File: src/rtl/fetch_unit_pkg.sv
// Shared definitions for the instruction fetch stage.
package fetch_unit_pkg;

    // Fetch sequencing: issue a request, wait for its data, then present it to decode.
    typedef enum logic [1:0] {
        REQ  = 2'd0,
        WAIT = 2'd1,
        HOLD = 2'd2
    } fetch_state_t;

    // addi x0, x0, 0 -- what decode sees before the first real fetch.
    localparam logic [31:0] NOP_INSTR        = 32'h0000_0013;
    localparam logic [31:0] DEFAULT_RESET_PC = 32'h0000_0000;

endpackage

File: src/rtl/fetch_unit.sv
// Instruction fetch: owns the PC, keeps at most one memory request in flight,
// and hands each fetched word to decode. A redirect squashes any fetch in flight.
module fetch_unit
    import fetch_unit_pkg::*;
#(
    parameter logic [31:0] RESET_PC = DEFAULT_RESET_PC
) (
    input  logic        clk,
    input  logic        rst,
    output logic        imem_req_valid,
    input  logic        imem_req_ready,
    output logic [31:0] imem_req_addr,
    input  logic        imem_rsp_valid,
    input  logic [31:0] imem_rsp_data,
    input  logic        redirect_valid,
    input  logic [31:0] redirect_pc,
    output logic        instr_valid,
    input  logic        instr_ready,
    output logic [31:0] instr,
    output logic [31:0] instr_pc,
    output logic [31:0] instr_pc_plus4
);

    fetch_state_t state_q, state_d;
    logic [31:0]  pc_q, pc_d;
    logic         drop_q, drop_d;
    logic [31:0]  instr_q, instr_d;
    logic [31:0]  instr_pc_q, instr_pc_d;
    logic [31:0]  instr_pc_plus4_q, instr_pc_plus4_d;
    logic         req_valid_q, req_valid_d;
    logic         instr_valid_q, instr_valid_d;

    logic [31:0]  pc_plus4;
    logic [31:0]  redirect_target;
    logic         req_accept;

    assign pc_plus4        = pc_q + 32'd4;
    assign redirect_target = redirect_pc & 32'hFFFF_FFFC;
    // req_valid_q is low only in the single REQ cycle right after reset.
    assign req_accept      = req_valid_q & imem_req_ready;

    // Next-state logic: redirect overrides every other event in every state.
    always_comb begin
        state_d          = state_q;
        pc_d             = pc_q;
        drop_d           = drop_q;
        instr_d          = instr_q;
        instr_pc_d       = instr_pc_q;
        instr_pc_plus4_d = instr_pc_plus4_q;
        case (state_q)
            REQ: begin
                if (req_accept) begin
                    state_d = WAIT;
                end
                if (redirect_valid) begin
                    pc_d   = redirect_target;
                    // A request accepted this same cycle is already wrong-path.
                    drop_d = req_accept;
                end
            end
            WAIT: begin
                if (redirect_valid) begin
                    pc_d = redirect_target;
                    if (imem_rsp_valid) begin
                        drop_d  = 1'b0;
                        state_d = REQ;
                    end else begin
                        drop_d = 1'b1;
                    end
                end else if (imem_rsp_valid) begin
                    if (drop_q) begin
                        drop_d  = 1'b0;
                        state_d = REQ;
                    end else begin
                        instr_d          = imem_rsp_data;
                        instr_pc_d       = pc_q;
                        instr_pc_plus4_d = pc_plus4;
                        pc_d             = pc_plus4;
                        state_d          = HOLD;
                    end
                end
            end
            HOLD: begin
                if (redirect_valid) begin
                    pc_d    = redirect_target;
                    state_d = REQ;
                end else if (instr_ready) begin
                    state_d = REQ;
                end
            end
            default: begin
                state_d = REQ;
            end
        endcase
        req_valid_d   = (state_d == REQ);
        instr_valid_d = (state_d == HOLD);
    end

    // State and registered outputs; reset parks in REQ with no request asserted.
    always_ff @(posedge clk) begin
        if (rst) begin
            state_q          <= REQ;
            pc_q             <= RESET_PC;
            drop_q           <= 1'b0;
            instr_q          <= NOP_INSTR;
            instr_pc_q       <= RESET_PC;
            instr_pc_plus4_q <= RESET_PC + 32'd4;
            req_valid_q      <= 1'b0;
            instr_valid_q    <= 1'b0;
        end else begin
            state_q          <= state_d;
            pc_q             <= pc_d;
            drop_q           <= drop_d;
            instr_q          <= instr_d;
            instr_pc_q       <= instr_pc_d;
            instr_pc_plus4_q <= instr_pc_plus4_d;
            req_valid_q      <= req_valid_d;
            instr_valid_q    <= instr_valid_d;
        end
    end

    assign imem_req_valid = req_valid_q;
    assign imem_req_addr  = pc_q;
    assign instr_valid    = instr_valid_q;
    assign instr          = instr_q;
    assign instr_pc       = instr_pc_q;
    assign instr_pc_plus4 = instr_pc_plus4_q;

endmodule

File: config.mk
export PLATFORM = sky130hd
export DESIGN_NAME = fetch_unit
export DESIGN_NICKNAME = d
export VERILOG_FILES = /design/src/rtl/fetch_unit_pkg.sv /design/src/rtl/fetch_unit.sv
export SDC_FILE = /design/constraint.sdc
export NUM_CORES = 1
export LEC_CHECK = 0
export ABC_AREA = 1
export CORE_ASPECT_RATIO = 0.75
export CORE_MARGIN = 2
export CORE_UTILIZATION = 60
export DETAILED_ROUTE_END_ITERATION = 12
export DONT_BUFFER_PORTS = 1
export GPL_TIMING_DRIVEN = 0
export PLACE_DENSITY = 0.76
export SYNTH_ARGS = -nofsm -noshare
export SYNTH_HDL_FRONTEND = slang
export SYNTH_SLANG_ARGS = --single-unit
File: constraint.sdc
create_clock -name clk -period 2.1 [get_ports clk]
set_clock_uncertainty 0.1 [all_clocks]
set_input_delay 0.105 -clock clk [delete_from_list [all_inputs] [get_ports clk]]
set_output_delay 0.105 -clock clk [all_outputs]
set_load 0.02 [all_outputs]
==> results.sh <==
export IMPL_rrSetupSlack_ns=0.11
export IMPL_hp_start="imem_rsp_valid"
export IMPL_dieArea_mm2=0.0102
export IMPL_r2r_end="imem_req_addr[14]$_SDFFE_PP0P_"
export IMPL_drt_iter0_markers=596
export IMPL_cts_buffers=17
export IMPL_drive_above_1_share_pct=8.55
export IMPL_p_leak_nw=3.08
export IMPL_synth_seq_cells=127
export IMPL_startpoint_type="flip-flop"
export IMPL_synth_area_mm2=0.00565
export IMPL_grt_setup_unrepaired="no"
export IMPL_max_slew_margin_pct=58.2
export IMPL_slew_violations=0
export IMPL_crit_path_end_kind="flip-flop"
export IMPL_internal_power_w=0.00457
export IMPL_cts_root_buf="clkbuf_16"
export IMPL_crit_buf_inv=0
export IMPL_yosys_warnings=0
export IMPL_clk_latency_ns=0.42
export IMPL_synth_main_ff_cell="dfxtp_1"
export IMPL_tritoncts="yes"
export IMPL_final_period_utilization_pct=94.5
export IMPL_port_buffers=0
export IMPL_cts_htree_levels=4
export IMPL_crit_required_ns=2.35
export IMPL_vias=5947
export IMPL_die_h_um=88.0
export IMPL_combPwrFrac_pct=9.7
export IMPL_num_rows=30
export IMPL_n_antenna_cell=0
export IMPL_synth_cell_types=27
export IMPL_grt_total_usage_pct=37.6
export IMPL_hold_ws_ns=0.0538
export IMPL_grt_start_max_net_pins=17
export IMPL_synth_edf_count=0
export IMPL_slowest_stage="dfxtp_2"
export IMPL_crit_chain="ha_1, nand2_1, nor2_4, nand2_2, nor2_2, xor2_1, nand2_1, a21oi_1"
export IMPL_final_area_mm2=0.00706
export IMPL_drtPass1Iterations=5
export IMPL_net_switching_power_w=0.00165
export IMPL_final_min_clock_period_ns=1.99
export IMPL_syn_area_per_cell_um2=6.95
export IMPL_hold_violations=0
export IMPL_cts_sinks=127
export IMPL_min_to="instr[6]$_SDFFE_PP0P_"
export IMPL_power_frac_clock_pct=45.9
export IMPL_crit_type="flip-flop to flip-flop"
export IMPL_worstRegToRegCells=8
export IMPL_max_stage_delay_ns=0.43
export IMPL_fin_nets=973
export IMPL_initial_utilization_pct=62.2
export IMPL_core_area_mm2=0.00908
export IMPL_holdPathStages=4
export IMPL_p_sw_share_pct=26.5
export IMPL_chipWidth_um=116
export IMPL_post_cts_buffers=0
export IMPL_critPathMaxFanout=4
export IMPL_peakVddDrop_v=0.000778
export IMPL_cap_viol_max_count=0
export IMPL_areaGrowthSynthToFinish_pct=25.0
export IMPL_drcViolationCount=0
export IMPL_critPathArrivalTime_ns=2.23
export IMPL_hpwl_mm=12.7
export IMPL_tightest_slew_ns=0.627
export IMPL_fmax_mhz=504
export IMPL_seq_area_frac_synth_pct=45.0
export IMPL_async_reset_ff_share_pct=0
export IMPL_grt_pass1_vias=5680
export IMPL_antenna_found_initial=0
export IMPL_syn_instance_count=812
export IMPL_clk_pin_slew_ns=0.06
export IMPL_cpLargestDelayFamily="simple AND/OR/NAND/NOR gates"
export IMPL_fin_setup_tns_ns=0
export IMPL_routedWlPerCell_um=18.6
export IMPL_grt_overflow_total=0
export IMPL_cpMostUsedCell="nand2_1"
export IMPL_hp_class="input port to flip-flop"
export IMPL_power_density_mw_per_mm2=880
export IMPL_ioPinCount=200
export IMPL_seqPwrFrac_pct=44.3
export IMPL_avgViaCountPerCell=5.72
export IMPL_placed_cell_area_mm2=0.00583
export IMPL_outcome="completed"
export IMPL_reg2reg_from="imem_req_addr[3]$_SDFFE_PP0P_"
export IMPL_antenna_left=0
export IMPL_grt_first_pass_wirelength_mm=29.1
export IMPL_final_setup_viol_count=0
export IMPL_routed_wirelength_mm=19.3
export IMPL_gp_congestion=0.917
export IMPL_clk_path_buf_depth=2
-- worst reg2reg max path: cells and delay by family (launching register included) --
family | cells | cell delay, ns
simple gates | 5 | 0.73
flops | 1 | 0.43
xor+xnor | 1 | 0.27
fa+ha+maj | 1 | 0.24
compound gates | 1 | 0.14
-- cell usage after synthesis, types with 2 or more instances --
| cell type | instances | area (µm²) |
|---|---|---|
| xor2_1 | 14 | 123 |
| nor2_2 | 4 | 25.0 |
| buf_6 | 4 | 45.0 |
| o21ai_0 | 77 | 385 |
| nor2_1 | 144 | 541 |
| nand2_1 | 176 | 661 |
| nand2_2 | 3 | 18.8 |
| and2_1 | 2 | 12.5 |
| nor2_4 | 7 | 78.8 |
| nand3_1 | 22 | 110 |
| inv_2 | 5 | 18.8 |
| nor3_1 | 2 | 10.0 |
| buf_4 | 10 | 75.1 |
| buf_2 | 13 | 65.1 |
| o21ai_1 | 16 | 80.1 |
| clkbuf_1 | 22 | 82.6 |
| inv_1 | 63 | 236 |
| dfxtp_1 | 127 | 2540 |
| a21oi_1 | 91 | 455 |
| a21o_1 | 3 | 22.5 |
-- placed cells by master (no fill, tap or decap), types with 4 or more instances in the layout --
| cell type | n |
|---|---|
| clkbuf_1 | 25 |
| xor2_1 | 14 |
| conb_1 | 6 |
| inv_2 | 5 |
| buf_6 | 4 |
| buf_2 | 13 |
| dlygate4sd3_1 | 66 |
| clkbuf_16 | 17 |
| a21oi_1 | 91 |
| nand3_1 | 22 |
| o21ai_1 | 16 |
| dfxtp_2 | 4 |
| nor2_4 | 8 |
| o21ai_0 | 77 |
| dfxtp_1 | 123 |
| inv_1 | 63 |
| nand2_1 | 176 |
| buf_4 | 10 |
| nor2_1 | 144 |
-- cell type report --
type | instances | area, µm²
plain buffers | 50 | 272
repair buffers | 66 | 661
clock inverters | 6 | 85.1
clock buffers | 23 | 478
fillers | 673 | 2020
inverters | 68 | 255
flip-flops and latches | 127 | 2550
multi-input cells | 572 | 2600
well taps | 128 | 160
-- registers in the layout, summed over array words and instances (netlist names) --
name / flops
state_q: 2
drop_q: 1
instr_pc: 30
instr_pc_plus4: 30
instr_valid: 1
imem_req_addr: 30
instr: 32
imem_req_valid: 1
-- power groups by stage --
stage               combinational [W]  clock (W)  sequential [W]
global route                 0.000667    0.00294         0.00276
CTS                          0.000575    0.00284         0.00275
floorplan                    0.000362          0         0.00276
global placement             0.000451          0         0.00280
detailed placement           0.000465          0         0.00280
finish                       0.000605    0.00285         0.00275
-- how the worst max path moves through the flow --
stage                                         startpoint                         endpoint  slack [ns]  cells after the start
after floorplan            imem_req_addr[3]$_SDFFE_PP0P_  instr_pc_plus4[22]$_SDFFE_PP0P_        0.41                     10
after global placement     imem_req_addr[3]$_SDFFE_PP0P_   imem_req_addr[14]$_SDFFE_PP0P_        0.10                      8
after detailed placement   imem_req_addr[3]$_SDFFE_PP0P_   imem_req_addr[16]$_SDFFE_PP0P_        0.08                      8
after CTS                  imem_req_addr[3]$_SDFFE_PP0P_  instr_pc_plus4[24]$_SDFFE_PP0P_        0.05                     10
after global routing      imem_req_addr[18]$_SDFFE_PP0P_  instr_pc_plus4[29]$_SDFFE_PP0P_        0.03                      9
final                      imem_req_addr[3]$_SDFFE_PP0P_   imem_req_addr[14]$_SDFFE_PP0P_        0.11                      8
-- per-stage QoR --
stage	setup slack [ns]	std cells	total power [W]	util, %
floorplan	0.406	817	0.00312	-
global placement	0.102	945	0.00325	64.1
detailed placement	0.0783	945	0.00326	64.1
CTS	0.0516	1040	0.00617	77.6
global route	0.0349	1040	0.00638	77.7
finish	0.115	1040	0.00621	77.7
-- routing by layer --
layer	global-route usage [%]	up-vias	routed length (µm)
met4	14.6	0	653
met1	45.6	2722	7320
li1	-	2749	-
met2	61.6	408	8960
met5	0	-	0
met3	13.7	68	2360
-- cell families after synthesis --
| family | count (synthesis) | synth area share [%] |
|---|---|---|
| adders and majority gates | 1 | 0.222 |
| and+or+nand+nor | 361 | 26.0 |
| xor gates and xnor gates | 15 | 2.33 |
| AOI/OAI and AO/OA | 189 | 17.1 |
| other | 1 | 0.0664 |
| DFF | 127 | 45.0 |
| buffers and inverters | 118 | 9.33 |
-- timing repair --
action | CTS | global route
hold buffers | 66 | 0
gates resized for setup | 0 | 5
endpoints found under the hold margin | 67 | 0
setup endpoints to repair | 0 | 17
(Power assumes the default switching activity.)
